$ cat config.mk
export PLATFORM = sky130hd
export DESIGN_NAME = mod_accum_fsm
export DESIGN_NICKNAME = d
export VERILOG_FILES = /design/src/rtl/mod_accum_fsm.sv
export SDC_FILE = /design/constraint.sdc
export NUM_CORES = 1
export LEC_CHECK = 0
export ABC_AREA = 1
export BUFFER_PORTS_ARGS = -buffer_cell sky130_fd_sc_hd__buf_4
export CAP_MARGIN = 20
export CELL_PAD_IN_SITES_DETAIL_PLACEMENT = 0
export CELL_PAD_IN_SITES_GLOBAL_PLACEMENT = 1
export CORE_AREA = 3 3 52 54
export CTS_CLUSTER_DIAMETER = 150
export CTS_CLUSTER_SIZE = 30
export DETAILED_ROUTE_END_ITERATION = 8
export DIE_AREA = 0 0 55 57
export PLACE_DENSITY = 0.89
export SETUP_SLACK_MARGIN = 0.1
export SLEW_MARGIN = 10
export SYNTH_ARGS = -nofsm -noshare
export SYNTH_HDL_FRONTEND = slang
export SYNTH_SLANG_ARGS = --single-unit
$ cat constraint.sdc
create_clock -name CLK -period 5.3 [get_ports CLK]
set_input_delay 0.53 -clock CLK [delete_from_list [all_inputs] [get_ports CLK]]
set_output_delay 0.53 -clock CLK [all_outputs]
set_load 0.02 [all_outputs]
$ cat src/rtl/mod_accum_fsm.sv
// mod_accum_fsm: running sum of qualified words mod MOD with target match, wrap/tgt_err pulses and saturating match counter
module mod_accum_fsm #(
  parameter int IN_W = 2,
  parameter int MOD = 4,
  parameter int TARGET = 1,
  parameter int CNT_W = 8,
  localparam int RES_W = ($clog2(MOD) > 1) ? $clog2(MOD) : 1
) (
  input  logic             CLK,
  input  logic             RST,
  input  logic             in_valid,
  input  logic [IN_W-1:0]  in_data,
  input  logic             clear,
  input  logic             target_ld,
  input  logic [RES_W-1:0] target_in,
  output logic [RES_W-1:0] residue,
  output logic             match,
  output logic             wrap,
  output logic [CNT_W-1:0] match_cnt,
  output logic             cnt_sat,
  output logic             tgt_err
);
  localparam int SUM_W = ((RES_W > IN_W) ? RES_W : IN_W) + 1;
  logic [SUM_W-1:0] sum;
  logic [RES_W-1:0] res_nx, tgt;
  logic tgt_ok;
  always_comb begin
    sum = SUM_W'(residue) + SUM_W'(in_data);
    res_nx = RES_W'(sum % SUM_W'(MOD));
    tgt_ok = {1'b0, target_in} < (RES_W+1)'(MOD);
  end
  assign match = residue == tgt;
  assign cnt_sat = &match_cnt;
  always_ff @(posedge CLK) begin
    if (RST) begin
      residue <= '0;
      tgt <= RES_W'(TARGET);
      match_cnt <= '0;
      wrap <= 1'b0;
      tgt_err <= 1'b0;
    end else if (clear) begin
      residue <= '0;
      match_cnt <= '0;
      wrap <= 1'b0;
      tgt_err <= 1'b0;
    end else begin
      residue <= in_valid ? res_nx : residue;
      wrap <= in_valid && (sum >= SUM_W'(MOD));
      match_cnt <= (in_valid && res_nx == tgt && !cnt_sat) ? match_cnt + CNT_W'(1) : match_cnt;
      tgt <= (target_ld && tgt_ok) ? target_in : tgt;
      tgt_err <= target_ld && !tgt_ok;
    end
  end
endmodule

==> results of run 1 <==
==> synth_stat cells <==
master    number
nand3_4        1
a211oi_1       1
nor2_1        21
nor2_4         2
fa_1           1
a21oi_1        3
dfxtp_1       13
o21ai_0        3
xnor2_1        1
nor2_2         1
nand2_2        5
inv_2          3
buf_4          1
nand2_1       30
nand3b_1       1
nor3_1         1
inv_1         23
ha_1           2
a21oi_4        1
a211o_1        1
nand3_1        7
xor2_1         2
conb_1         1
nand4_1        1
==> per-layer routing <==
metal  track usage (%)  vias up  wire [um]
li1                  -      427          -
met1              15.4      356        775
met2              20.9       17        877
met3              3.92        2         62
met4              4.17        0         22
met5                 0        -          0
==> power by group through the flow <==
stage | registers (mW) | clock network (mW) | logic, mW
4_1_cts | 0.107 | 0.0652 | 0.0505
2_1_floorplan | 0.111 | 0 | 0.0318
6_report | 0.106 | 0.0620 | 0.0496
3_5_place_dp | 0.109 | 0 | 0.0503
5_1_grt | 0.107 | 0.0684 | 0.0562
3_3_place_gp | 0.109 | 0 | 0.0491
==> sequential cells by signal, indices dropped and copies added, names as in the netlist <==
| name | count |
|---|---|
| match_cnt | 8 |
| residue | 2 |
| tgt | 2 |
| wrap | 1 |
==> final timing paths <==
check                                               start                   endpoint  slack (ps)  cells after the start
worst max-delay path            match_cnt[1]$_SDFFE_PP0P_                    cnt_sat        3310                      6
worst min-delay path                                  RST        tgt[1]$_SDFFE_PP0P_         430                      2
worst max register to register    residue[0]$_SDFFE_PP0P_  match_cnt[5]$_SDFFE_PP0P_        3400                     11
worst min register to register    residue[1]$_SDFFE_PP0P_    residue[1]$_SDFFE_PP0P_         510                      2
==> cells by family after synthesis <==
family,Yosys count,synth area share [%]
buffers and inverters,27,12.7
AND/OR/NAND/NOR,70,39.1
XOR/XNOR,3,3.18
adder cells (fa/ha/maj),3,5.45
flip-flops,13,31.5
AO/OA/AOI/OAI,9,7.58
other,1,0.454
==> cell type report <==
type                    count  area, um^2
clock buffers               4        26.3
fillers                   253        1220
inverters                  26        97.6
multi-input cells          86         460
flip-flops and latches     13         260
well taps                  28        35.0
repair buffers             21         158
==> cell usage in the layout (no fill, tap or decap), types with 2 or more instances in the layout <==
| cell | synthesis | routed |
|---|---|---|
| nand2_1 | 30 | 30 |
| inv_1 | 23 | 23 |
| nor2_1 | 21 | 21 |
| buf_4 | 1 | 21 |
| dfxtp_1 | 13 | 13 |
| nand3_1 | 7 | 7 |
| nand2_2 | 5 | 5 |
| inv_2 | 3 | 3 |
| a21oi_1 | 3 | 3 |
| o21ai_0 | 3 | 3 |
| clkbuf_4 | 0 | 3 |
| xor2_1 | 2 | 2 |
| nor2_4 | 2 | 2 |
| ha_1 | 2 | 2 |
==> worst register-to-register path: cells and delay by family (launching register included) <==
kind                     cells  cell delay (ps)
AND/OR/NAND/NOR              7              630
flip-flops                   1              390
adder cells (fa/ha/maj)      2              700
buffers and inverters        2              130
==> impl_metrics.toml, run 1 <==
[pwr]
peakVddDrop_mv = 0.127
p_sw_share_pct = 30.8
p_total_mw = 0.218
p_per_area_nw_per_um2 = 210
clkPwrFrac_pct = 28.4
p_comb_share_pct = 22.7
power_leakage_nw = 0.525
p_int_mw = 0.151
p_seq_share_pct = 48.8
p_switching_mw = 0.0670

[placed_design]
placedCellCount = 174
io_buffer_count = 21
dp_slack_ps = 3180
gp_congestion = 0.799
dp_hpwl_um = 1400
dpl_cell_area_um2 = 1010

[yosys]
yosys_register_bits = 13
netlist_instances = 126
syn_avg_cell_area_um2 = 6.55
netlist_area_um2 = 826
synthDistinctLibCells = 24
synth_top_area_share_pct = 31.5
synth_nets = 138
synth_seq_area_share_pct = 31.5
ys_top_cells_by_area = "dfxtp_1 32%, nand2_1 14%, inv_1 10%"
yosysTopAreaCell = "dfxtp_1"
ys_warn_count = 0

[sta]
maxSlewViolCount = 0
post-route-period-util_pct = 37.5
setup_violations = 0
period_needed_ps = 1990
rsz0062_at_grt = "no"
hold_viol = 0
skew_ps = 1.83
setup_slack_ps = 3310
timing.hold.ws_ps = 425
slew_headroom_pct = 58.6
max_slew.worst_pin.slew_ps = 618
setup-tns-final_ps = 0
fmax_ghz = 0.503

[floorplan]
die_w_um = 55
die_area_um2 = 3140
start_util_pct = 36.6
ios = 23
die_h_um = 57
num_rows = 17
core_area_um2 = 2250

[worst_setup_path]
crit_family = "flip-flops"
cp.required_ps = 4770
setup.worst_path.end_class = "output port"
cp_common_cell = "nand2_2"
critPathBufInv = 2
worstPathCellList = "ha_1 -> nand2_2 -> nor2_2 -> nand2_2 -> inv_1 -> buf_4"
startpoint_type = "flip-flop"
worstSetupPathType = "flip-flop to output port"
slowest_delay_ps = 410
crit_arrival_ps = 1460
crit_fanout = 5
crit_slowest_cell = "dfxtp_1"

[clock_tree]
cts_inserted_buffers = 3
htree_levels = 1
cts-hold-fix-buffers = 0
tritoncts = "done"
clock-sinks = 13
cts_setup_buffers = 0
cts_resized = 0
clk_latency_ps = 280
cts.reportedPaths.clkPinSlew_ps = 80
max-clock-path-buffers = 2
clock_tree.root_cell = "clkbuf_4"

[cells_and_area]
drive_gt1_share_pct = 24.7
stdcell_area_um2 = 1040
fin_util_pct = 46.0
nets = 163
num_antenna_cells = 0
syn2layout_area_growth_pct = 25.6
finalNonFillerCells = 178

[drt]
drcViolationCount = 0
firstDrtPassIters = 4
vias = 802
routedWlPerCell_um = 9.76
first_iter_violations = 26
ant_nets = 0
drt-total-wl_um = 1740
avgViaCountPerCell = 4.51

[global_routing]
grtUsageTotal_pct = 12.7
grt_max_degree = 11
grt_pass1_vias = 730
grt_overflow = 0
grt_antenna_before_repair = 0
grt_first_pass_wirelength_um = 2970

[hold_path]
hold_path.class = "input pin to flip-flop"

[job]
drv_cap = 0

[run_status]
outcome = "completed"
No activity file was read; power rests on OpenSTA's default activity.
==> run 2: changes to the inputs <==
ABC_AREA = 0   (was 1)
CORE_AREA = 3 3 49 51   (was 3 3 52 54)
DIE_AREA = 0 0 52 54   (was 0 0 55 57)
PLACE_DENSITY = 0.84   (was 0.89)
clock period = 1.87 ns   (was 5.3 ns; I/O delays follow)
==> impl_metrics.toml, run 2 <==
[yosys]
synthFlopType = "dfxtp_1"
synthDistinctLibCells = 33
muxShareOfSynthArea_pct = 2.93
synth_simple_gate_area_share_pct = 24.9
syn_avg_cell_area_um2 = 8.76
ys_warn_count = 0
synth_top_area_share_pct = 38.1
synth_xor_area_share_pct = 7.51
yosysMostFrequentCell = "dfxtp_1"
netlist_area_um2 = 683
ys_top_cells_by_area = "dfxtp_1 38%, nor2_1 4.9%, xor2_1 3.8%"
synth_common_cells = "13 x dfxtp_1, 9 x nor2_1, 6 x nand2_1"
synthAdderAreaFrac_pct = 6.59
synth_compound_area_share_pct = 16.1
yosys_register_bits = 13
synth_seq_area_share_pct = 38.1
netlist_instances = 78
synth_top_family_by_area = "simple AND/OR/NAND/NOR gates"
synth-edff-count = 0
synth-async-reset-ratio_pct = 0
synth_nets = 90
yosysTopAreaCell = "dfxtp_1"

[placed_design]
dp_slack_ps = -75.4
dp_hpwl_um = 1100
dpl_cell_area_um2 = 916
io_buffer_count = 21
gp_congestion = 0.798

[cells_and_area]
syn2layout_area_growth_pct = 47.6
regMostFlops = "match_cnt"
layout_commonest_cell = "buf_4"
largest_reg_flops = 8
stdcell_area_um2 = 1010
num_antenna_cells = 0
nets = 119
drive_gt1_share_pct = 45.3
final_cell_mix = "25 x buf_4, 10 x dfxtp_1, 9 x nor2_1, 6 x nand2_1"
top_regs = "match_cnt (8), residue (2), tgt (2)"

[global_routing]
grt_max_degree = 11
grt_pass1_vias = 619
grt_overflow = 0
grt_first_pass_wirelength_um = 2530
grt_antenna_before_repair = 0
grtUsageTotal_pct = 12.0

[clock_tree]
clock-sinks = 13
cts.reportedPaths.clkPinSlew_ps = 90
htree_levels = 1
cts-hold-fix-buffers = 0
cts_inserted_buffers = 3
max-clock-path-buffers = 2
clk_latency_ps = 270
clock_tree.root_cell = "clkbuf_4"
tritoncts = "done"

[floorplan]
num_rows = 16
die_w_um = 52
die_h_um = 54
start_util_pct = 34.5
core_area_um2 = 1980
die_area_um2 = 2810
ios = 23

[drt]
avgViaCountPerCell = 4.82
first_iter_violations = 6
routedWlPerCell_um = 11.3
drcViolationCount = 0
drt-total-wl_um = 1510
ant_nets = 0
vias = 641
firstDrtPassIters = 4

[pwr]
clkPwrFrac_pct = 30.4
p_comb_share_pct = 19.6
p_seq_share_pct = 50.0
peakVddDrop_mv = 0.355
p_int_mw = 0.421
p_per_area_nw_per_um2 = 571
power_leakage_nw = 0.373
p_sw_share_pct = 26.8
p_switching_mw = 0.154

[worst_setup_path]
cp.required_ps = 2080
crit_arrival_ps = 2170
setup.worst_path.end_class = "flip-flop"
crit_fanout = 4
worstSetupPathType = "flip-flop to flip-flop"
startpoint_type = "flip-flop"

[sta]
rsz0062_at_grt = "yes"
maxSlewViolCount = 0
period_needed_ps = 1960
post-route-period-util_pct = 105
setup-tns-final_ps = -340
setup_violations = 6
setup_slack_ps = -88.8
hold_viol = 0
skew_ps = 5.61
fmax_ghz = 0.511

[run_status]
outcome = "complete, but fails checks"
violations = "negative setup slack"

[hold_path]
hold_path.class = "input pin to flip-flop"

[job]
drv_cap = 0
## run 2: repair_timing
action	4_1_cts	5_1_grt
endpoints found under the setup margin	8	9
pin swaps	4	4
gates resized for setup	6	9
buffers inserted	0	1
## run 2: critical path, stage by stage, from the launching register on
cell	delay [ps]
dfxtp_4	360
ha_4	110
inv_2	30
fa_2	560
xor2_2	200
o2111ai_2	160
or3_1	350
a21oi_1	130
## run 2: final cells by class
cell class / instances / area [um^2]
Clock buffer: 4 / 26.3
Fill cell: 190 / 973
Inverter: 3 / 11.3
Multi-Input combinational cell: 60 / 472
Sequential cell: 13 / 267
Tap cell: 27 / 33.8
Timing Repair Buffer: 26 / 199
## run 2: cells by family (layout without fill, tap and decap cells)
family | after synthesis | count (layout)
and+or+nand+nor | 33 | 33
AOI/OAI and AO/OA | 16 | 16
DFF | 13 | 13
xor gates and xnor gates | 5 | 5
buffers and inverters | 5 | 33
adders and majority gates | 3 | 3
muxes | 2 | 2
other | 1 | 1
## run 2: stage by stage
stage | total power, mW | util [%] | hold slack [ps] | std cells
2_1_floorplan | 0.352 | - | 259 | 78
3_3_place_gp | 0.392 | 46.2 | 378 | 128
3_5_place_dp | 0.392 | 46.2 | 378 | 128
4_1_cts | 0.569 | 49.0 | 90.2 | 132
5_1_grt | 0.605 | 50.9 | 94.0 | 133
6_report | 0.575 | 50.9 | 92.4 | 133
## run 2: power groups by stage
stage / Sequential (mW) / Combinational, mW / Clock [mW]
floorplan: 0.298 / 0.0546 / 0
global placement: 0.294 / 0.0980 / 0
detailed placement: 0.294 / 0.0979 / 0
CTS: 0.287 / 0.102 / 0.179
global route: 0.289 / 0.122 / 0.194
finish: 0.288 / 0.113 / 0.175
## run 2: final timing paths
| kind | start | to | slack, ps | depth (start not counted) |
|---|---|---|---|---|
| max reg2reg | residue[0]$_SDFFE_PP0P_ | match_cnt[3]$_SDFFE_PP0P_ | -90 | 7 |
| max | residue[0]$_SDFFE_PP0P_ | match_cnt[3]$_SDFFE_PP0P_ | -90 | 7 |
| min reg2reg | match_cnt[1]$_SDFFE_PP0P_ | match_cnt[1]$_SDFFE_PP0P_ | 520 | 2 |
| min | RST | tgt[1]$_SDFFE_PP0P_ | 90 | 2 |
## run 2: routing by layer
| layer | routed length [um] | global-route usage [%] | vias to the layer above |
|---|---|---|---|
| li1 | - | - | 332 |
| met4 | 12 | 5.24 | 0 |
| met1 | 722 | 15.0 | 293 |
| met5 | 0 | 0 | - |
| met2 | 699 | 19.9 | 14 |
| met3 | 74 | 2.49 | 2 |
